**src/rtl/tqvp_gera_gray_pkg.sv**
```systemverilog
// Shared constants for the Gray engine peripheral: register map, CTRL bit positions, converter mode.
package tqvp_gera_gray_pkg;

    localparam logic [3:0] ADDR_CTRL     = 4'h0;
    localparam logic [3:0] ADDR_OPERAND0 = 4'h1;
    localparam logic [3:0] ADDR_RESULT0  = 4'h5;
    localparam logic [3:0] ADDR_SNAP0    = 4'h9;
    localparam logic [3:0] ADDR_DIV      = 4'hD;

    localparam int CTRL_START    = 0;
    localparam int CTRL_MODE     = 1;
    localparam int CTRL_CNT_EN   = 2;
    localparam int CTRL_DIR      = 3;
    localparam int CTRL_CLEAR    = 4;
    localparam int CTRL_EXT_TICK = 5;
    localparam int CTRL_SNAP     = 6;

    typedef enum logic {
        MODE_BIN2GRAY = 1'b0,
        MODE_GRAY2BIN = 1'b1
    } conv_mode_e;

endpackage

```
**src/rtl/tqvp_gera_gray_serial.sv**
```systemverilog
// Bit-serial binary<->Gray converter, MSB first, one bit per clock.
// done_pulse and result are valid together in the final busy cycle.
module tqvp_gera_gray_serial
    import tqvp_gera_gray_pkg::*;
#(
    parameter int WIDTH = 16
) (
    input  logic             clk,
    input  logic             rst_n,
    input  logic             start,
    input  logic             abort,
    input  logic             mode,
    input  logic [WIDTH-1:0] operand,
    output logic             busy,
    output logic             done_pulse,
    output logic [WIDTH-1:0] result
);

    localparam int IDX_W = $clog2(WIDTH);

    logic [WIDTH-1:0] shift_reg;
    logic [WIDTH-2:0] acc_reg;
    logic [IDX_W-1:0] idx_reg;
    logic             busy_reg;
    logic             prev_in_reg;
    logic             prev_out_reg;
    conv_mode_e       mode_reg;

    logic bit_in;
    logic bit_out;
    logic last_bit;

    // prev_* start at 0, so the MSB passes through unchanged in both modes
    assign bit_in     = shift_reg[WIDTH-1];
    assign bit_out    = (mode_reg == MODE_GRAY2BIN) ? (prev_out_reg ^ bit_in)
                                                    : (prev_in_reg ^ bit_in);
    assign last_bit   = busy_reg && (idx_reg == '0);
    assign result     = {acc_reg, bit_out};
    assign busy       = busy_reg;
    assign done_pulse = last_bit && !abort;

    always_ff @(posedge clk or negedge rst_n) begin
        if (!rst_n) begin
            shift_reg    <= '0;
            acc_reg      <= '0;
            idx_reg      <= '0;
            busy_reg     <= 1'b0;
            prev_in_reg  <= 1'b0;
            prev_out_reg <= 1'b0;
            mode_reg     <= MODE_BIN2GRAY;
        end else if (abort) begin
            busy_reg <= 1'b0;
        end else if (start && !busy_reg) begin
            shift_reg    <= operand;
            mode_reg     <= conv_mode_e'(mode);
            prev_in_reg  <= 1'b0;
            prev_out_reg <= 1'b0;
            idx_reg      <= IDX_W'(WIDTH - 1);
            busy_reg     <= 1'b1;
        end else if (busy_reg) begin
            shift_reg    <= shift_reg << 1;
            acc_reg      <= result[WIDTH-2:0];
            prev_in_reg  <= bit_in;
            prev_out_reg <= bit_out;
            idx_reg      <= idx_reg - IDX_W'(1);
            if (last_bit) begin
                busy_reg <= 1'b0;
            end
        end
    end

endmodule

```
**src/rtl/tqvp_gera_gray_engine.sv**
```systemverilog
// TinyQV peripheral: serial Gray converter plus Gray up/down counter with prescaler and snapshot.
// Optional macro GRAY_ENG_EXT_TICK_EN: counter ticks from synchronised rising edges of ui_in[0].
module tqvp_gera_gray_engine
    import tqvp_gera_gray_pkg::*;
#(
    parameter int WIDTH = 16
) (
    input  logic       clk,
    input  logic       rst_n,
    input  logic [7:0] ui_in,
    output logic [7:0] uo_out,
    input  logic [3:0] address,
    input  logic       data_write,
    input  logic [7:0] data_in,
    output logic [7:0] data_out
);

    localparam int NBYTES = WIDTH / 8;

    logic [7:0]       operand_bytes_reg [NBYTES];
    logic [WIDTH-1:0] operand_vec;
    logic [WIDTH-1:0] result_reg;
    logic [WIDTH-1:0] snap_reg;
    logic [WIDTH-1:0] cnt_reg;
    logic [WIDTH-1:0] gray_vec;
    logic [7:0]       div_reg;
    logic [7:0]       presc_reg;
    logic             mode_reg;
    logic             cnt_en_reg;
    logic             dir_reg;
    logic             done_reg;
    logic             ext_tick_bit;

    logic             wr_ctrl;
    logic             start_req;
    logic             start_accept;
    logic             clear_req;
    logic             snap_req;
    logic             conv_busy;
    logic             conv_done;
    logic [WIDTH-1:0] conv_result;
    logic             presc_tick;
    logic             presc_run;
    logic             tick;
    logic [7:0]       rd_data;

    logic [7:0] opnd_rd   [4];
    logic [7:0] result_rd [4];
    logic [7:0] snap_rd   [4];

    assign wr_ctrl      = data_write && (address == ADDR_CTRL);
    assign clear_req    = wr_ctrl && data_in[CTRL_CLEAR];
    assign start_req    = wr_ctrl && data_in[CTRL_START] && !data_in[CTRL_CLEAR];
    assign start_accept = start_req && !conv_busy;
    assign snap_req     = wr_ctrl && data_in[CTRL_SNAP];

    assign gray_vec   = cnt_reg ^ (cnt_reg >> 1);
    assign uo_out     = gray_vec[7:0];
    assign presc_tick = cnt_en_reg && (presc_reg >= div_reg);

    tqvp_gera_gray_serial #(.WIDTH(WIDTH)) u_serial (
        .clk        (clk),
        .rst_n      (rst_n),
        .start      (start_req),
        .abort      (clear_req),
        .mode       (data_in[CTRL_MODE]),
        .operand    (operand_vec),
        .busy       (conv_busy),
        .done_pulse (conv_done),
        .result     (conv_result)
    );

`ifdef GRAY_ENG_EXT_TICK_EN
    logic [2:0] sync_reg;
    logic       ext_tick_reg;
    logic       ext_rise;
    logic       unused_sink;

    assign ext_rise     = sync_reg[1] && !sync_reg[2];
    assign ext_tick_bit = ext_tick_reg;
    assign tick         = ext_tick_reg ? (cnt_en_reg && ext_rise) : presc_tick;
    assign presc_run    = cnt_en_reg && !ext_tick_reg;
    assign unused_sink  = ^{ui_in[7:1], data_in[7]};

    // two synchroniser flops, the third one only remembers the previous level
    always_ff @(posedge clk or negedge rst_n) begin
        if (!rst_n) begin
            sync_reg     <= '0;
            ext_tick_reg <= 1'b0;
        end else begin
            sync_reg <= {sync_reg[1:0], ui_in[0]};
            if (wr_ctrl) begin
                ext_tick_reg <= data_in[CTRL_EXT_TICK];
            end
        end
    end
`else
    logic unused_sink;

    assign ext_tick_bit = 1'b0;
    assign tick         = presc_tick;
    assign presc_run    = cnt_en_reg;
    assign unused_sink  = ^{ui_in, data_in[7], data_in[CTRL_EXT_TICK]};
`endif

    always_comb begin
        operand_vec = '0;
        for (int k = 0; k < NBYTES; k++) begin
            operand_vec[k*8 +: 8] = operand_bytes_reg[k];
        end
    end

    always_ff @(posedge clk or negedge rst_n) begin
        if (!rst_n) begin
            for (int k = 0; k < NBYTES; k++) begin
                operand_bytes_reg[k] <= '0;
            end
            div_reg    <= '0;
            mode_reg   <= 1'b0;
            cnt_en_reg <= 1'b0;
            dir_reg    <= 1'b0;
        end else begin
            for (int k = 0; k < NBYTES; k++) begin
                if (data_write && (address == 4'(ADDR_OPERAND0 + k))) begin
                    operand_bytes_reg[k] <= data_in;
                end
            end
            if (data_write && (address == ADDR_DIV)) begin
                div_reg <= data_in;
            end
            if (wr_ctrl) begin
                mode_reg   <= data_in[CTRL_MODE];
                cnt_en_reg <= data_in[CTRL_CNT_EN];
                dir_reg    <= data_in[CTRL_DIR];
            end
        end
    end

    always_ff @(posedge clk or negedge rst_n) begin
        if (!rst_n) begin
            result_reg <= '0;
            done_reg   <= 1'b0;
        end else if (clear_req) begin
            result_reg <= '0;
            done_reg   <= 1'b0;
        end else if (start_accept) begin
            done_reg <= 1'b0;
        end else if (conv_done) begin
            result_reg <= conv_result;
            done_reg   <= 1'b1;
        end
    end

    // snapshot samples gray_vec before this cycle's tick lands
    always_ff @(posedge clk or negedge rst_n) begin
        if (!rst_n) begin
            cnt_reg   <= '0;
            presc_reg <= '0;
            snap_reg  <= '0;
        end else if (clear_req) begin
            cnt_reg   <= '0;
            presc_reg <= '0;
            snap_reg  <= '0;
        end else begin
            if (presc_run) begin
                presc_reg <= presc_tick ? 8'h00 : presc_reg + 8'h01;
            end
            if (tick) begin
                cnt_reg <= dir_reg ? cnt_reg - WIDTH'(1) : cnt_reg + WIDTH'(1);
            end
            if (snap_req) begin
                snap_reg <= gray_vec;
            end
        end
    end

    genvar gi;
    generate
        for (gi = 0; gi < 4; gi++) begin : g_lane
            if (gi < NBYTES) begin : g_live
                assign opnd_rd[gi]   = operand_bytes_reg[gi];
                assign result_rd[gi] = result_reg[gi*8 +: 8];
                assign snap_rd[gi]   = snap_reg[gi*8 +: 8];
            end else begin : g_pad
                assign opnd_rd[gi]   = 8'h00;
                assign result_rd[gi] = 8'h00;
                assign snap_rd[gi]   = 8'h00;
            end
        end
    endgenerate

    always_comb begin
        rd_data = 8'h00;
        if (address == ADDR_CTRL) begin
            rd_data = {2'b00, ext_tick_bit, dir_reg, cnt_en_reg, mode_reg, done_reg, conv_busy};
        end else if (address == ADDR_DIV) begin
            rd_data = div_reg;
        end else begin
            for (int k = 0; k < 4; k++) begin
                if (address == 4'(ADDR_OPERAND0 + k)) rd_data = opnd_rd[k];
                if (address == 4'(ADDR_RESULT0 + k))  rd_data = result_rd[k];
                if (address == 4'(ADDR_SNAP0 + k))    rd_data = snap_rd[k];
            end
        end
    end

    assign data_out = rd_data;

endmodule

```
**config.mk**
```make
export PLATFORM = sky130hd
export DESIGN_NAME = tqvp_gera_gray_engine
export DESIGN_NICKNAME = d
export VERILOG_FILES = /design/src/rtl/tqvp_gera_gray_pkg.sv /design/src/rtl/tqvp_gera_gray_serial.sv /design/src/rtl/tqvp_gera_gray_engine.sv
export SDC_FILE = /design/constraint.sdc
export NUM_CORES = 1
export LEC_CHECK = 0
export CAP_MARGIN = 20
export CELL_PAD_IN_SITES_DETAIL_PLACEMENT = 0
export CELL_PAD_IN_SITES_GLOBAL_PLACEMENT = 2
export CORE_MARGIN = 2
export CORE_UTILIZATION = 42
export CTS_CLUSTER_DIAMETER = 200
export CTS_CLUSTER_SIZE = 12
export DETAILED_ROUTE_END_ITERATION = 10
export HOLD_SLACK_MARGIN = 0.15
export PLACE_DENSITY_LB_ADDON = 0.1
export SLEW_MARGIN = 20
export SYNTH_ARGS = -nofsm -noshare
export SYNTH_HDL_FRONTEND = slang
export SYNTH_SLANG_ARGS = --single-unit
```
**constraint.sdc**
```tcl
create_clock -name clk -period 3.7 [get_ports clk]
set_clock_uncertainty 0.1 [all_clocks]
set_input_delay 0.74 -clock clk [delete_from_list [all_inputs] [get_ports clk]]
set_output_delay 0.74 -clock clk [all_outputs]
set_load 0.01 [all_outputs]
```
==> results.md <==
* Power per cell area at 748 nW/um^2
* Syn. warnings at 0
* R2r worst-path depth at 9
* P_sw at 2.02 mW
* R2R Setup Slk at 0.63 ns
* Chip Width at 128 um
* Worst Path Arrival at 2.76 ns
* Hold Fails Final Rpt at 0
* Initial DRC count at 259
* Final min period at 3.60 ns
* Commonest non-fill, non-tap cell in the layout: nand2_1
* Fmax at 0.278 GHz
* FF-to-FF End: cnt_reg[12]
* Top cell by count, worst path: clkdlybuf4s50_1
* Inserted Diodes at 0
* Final period utilization at 0.972
* Drt pass-1 iters at 4
* Num CTS Buffers at 17
* Worst-path maximum fanout at 20
* Port bufs at 30
* Flop pwr share at 0.377
* GRT overflow at 0
* Synth Flop Type: dfrtp_1
* Fin nets at 732
* Routed via count at 4875
* Rows at 45
* Share of cells above drive strength 1 at 0.148
* DIE HEIGHT at 128 um
* GPL Wtd Cong at 0.845
* Critical path capture point type: output port
* Synth Register Bits at 123
* GR Util All Layers at 0.221
* Initial Util at 0.428
* Crit Reg-Reg Startpoint: dir_reg
* Worst Hold Class: input port to asynchronous set/reset pin
* Outcome: complete, no violations
* Endpoints failing setup at 0
* Largest net degree at the start of global routing at 80
* Setup CP Type: input port to output port
* Max stage delay cell, worst path: clkdlybuf4s50_1
* Area of the core at 15100 um^2
* Combinational Power Share at 0.339
* CP max stage delay at 0.54 ns
* Slew @ Worst Pin at 0.810 ns
* Worst setup path endpoint: data_out[4]
* First-pass GRT wire length at 27.5 mm
* Layout fillers at 1397
* Delay-heaviest family, CP: buffers and inverters
* Unique cell type count in the Yosys netlist at 60
* Mapped Cells at 638
* Worst vdd ir at 0.369 mV
* Clk Latency, worst-skew pair at 0.42 ns
* Buffer depth of the longest clock path at 2
* Number of clock sinks at 123
* Worst EP required at 2.86 ns
* Vias in the first global route at 4989
* Ys async rst share at 1.00
* Post-DRT Antenna Nets at 0
* Int Pwr at 3.75 mW
* CTS root buffer: clkbuf_16
* Origin of the worst setup path: address[2]
* Dpl hpwl at 12.1 mm
* Post-cts hold buffer count at 0
* Clock Power Share at 0.284
* Area growth syn-to-layout at 19.0%
* Wire per inst at 18.8 um
* Max-slew headroom at 0.460
* Post-route DRC at 0
* Initial antenna violation count at 0
* Mapped Nets at 687
* Type of origin of the critical path: input port
* Critical Path Stages at 8
* Avg Cell Area, Syn at 10.2 um^2
* Worst-path cell chain: clkdlybuf4s50_1, buf_12, mux2i_1, nor2_1, a21oi_1, a211oi_1, a21o_1, clkdlybuf4s50_1
* Static Leak at 3.68 nW
* Final Power at 5.77 mW
* Sw frac at 0.350
* RSZ-0062 raised after global routing: no
* Register area at 3080 um^2
* Post-synth EDFFs at 0
* Vias per inst at 5.51
* Postcts setup bufs at 0
* Synthesized area at 6480 um^2
* IO Pins at 39
* Htree depth at 4
* Maxcap violations at 0
* CTS tree: done
* Slew Limit Fails at 0
* Multi-input gate area at 3230 um^2
* Worst-path clk slew at 0.05 ns
* Setup TNS at 0 ns
* Total Wirelength at 16.6 mm
* WP buf/inv at 3
* Full die area at 16400 um^2
* Most frequent cells in the layout: 129 x nand2_1, 123 x dfrtp_1, 45 x o21ai_0
* Sequential element share of the synthesized area at 0.475
==> power groups by stage <==
stage	clock network (mW)	logic (mW)	registers [mW]
floorplan	0	1.43	2.02
CTS	1.67	1.97	2.17
finish	1.64	1.95	2.17
detailed placement	0	1.96	2.19
global route	1.75	2.21	2.24
global placement	0	1.91	2.18
==> final cells by class <==
| type | instances | share of cell area |
|---|---|---|
| Clock buffer | 25 | 0.0642 |
| Clock inverter | 7 | 0.0114 |
| Inverter | 15 | 0.00730 |
| Multi-Input combinational cell | 470 | 0.419 |
| Sequential cell | 123 | 0.399 |
| Tap cell | 188 | 0.0305 |
| Timing Repair Buffer | 56 | 0.0681 |
==> through the flow <==
stage | hold WS, ns | utilization | cells | worst slack (ns) | instance area [um^2]
final | 0.226 | 0.509 | 884 | 0.105 | 7710
after global routing | 0.269 | 0.509 | 884 | 0.00483 | 7710
after CTS | 0.244 | 0.507 | 884 | 0.00636 | 7680
after detailed placement | 0.364 | 0.468 | 852 | -0.0609 | 7090
after global placement | 0.350 | 0.468 | 852 | -0.0239 | 7090
after floorplan | 0.338 | - | 638 | 0.806 | 6480
==> per-layer routing <==
metal,global-route usage,wire (um)
met5,0,0
met4,0.0840,291
met3,0.0518,639
met2,0.332,7590
met1,0.311,8090
==> what timing repair did <==
| item | 4_1_cts | 5_1_grt |
|---|---|---|
| gates resized for setup | 2 | 10 |
| cloned | 0 | 0 |
| setup endpoints to repair | 2 | 8 |
| pin swaps | 0 | 0 |
==> synth_stat cells (9+ instances only) <==
master | number | area, um^2
a21oi_1 | 32 | 160
a22o_1 | 11 | 96.3
a32o_1 | 9 | 90.1
buf_2 | 11 | 55.1
clkbuf_1 | 13 | 48.8
dfrtp_1 | 123 | 3080
ha_1 | 25 | 313
inv_1 | 15 | 56.3
mux2_2 | 28 | 315
mux2i_1 | 24 | 240
nand2_1 | 129 | 484
nand3_1 | 11 | 55.1
nor2_1 | 20 | 75.1
o21ai_0 | 46 | 230
xnor2_1 | 17 | 149
xor2_1 | 15 | 131
==> cells by family after synthesis <==
group,after synthesis,synth area share
buffers and inverters,45,0.0313
DFF,123,0.475
AOI/OAI and AO/OA,154,0.157
adders and majority gates,26,0.0513
xor gates and xnor gates,32,0.0432
muxes,57,0.101
and+or+nand+nor,201,0.141
==> how the worst min path moves through the flow <==
stage	from	end	slack (ns)	cells after the start
final	rst_n	u_serial.shift_reg[11]	0.23	1
after global routing	rst_n	u_serial.shift_reg[11]	0.27	1
after CTS	rst_n	u_serial.shift_reg[11]	0.24	1
after detailed placement	u_serial.prev_out_reg	u_serial.prev_out_reg	0.36	2
after global placement	u_serial.prev_out_reg	u_serial.prev_out_reg	0.35	2
after floorplan	rst_n	cnt_en_reg	0.34	0
No activity file was read; power rests on OpenSTA's default activity.
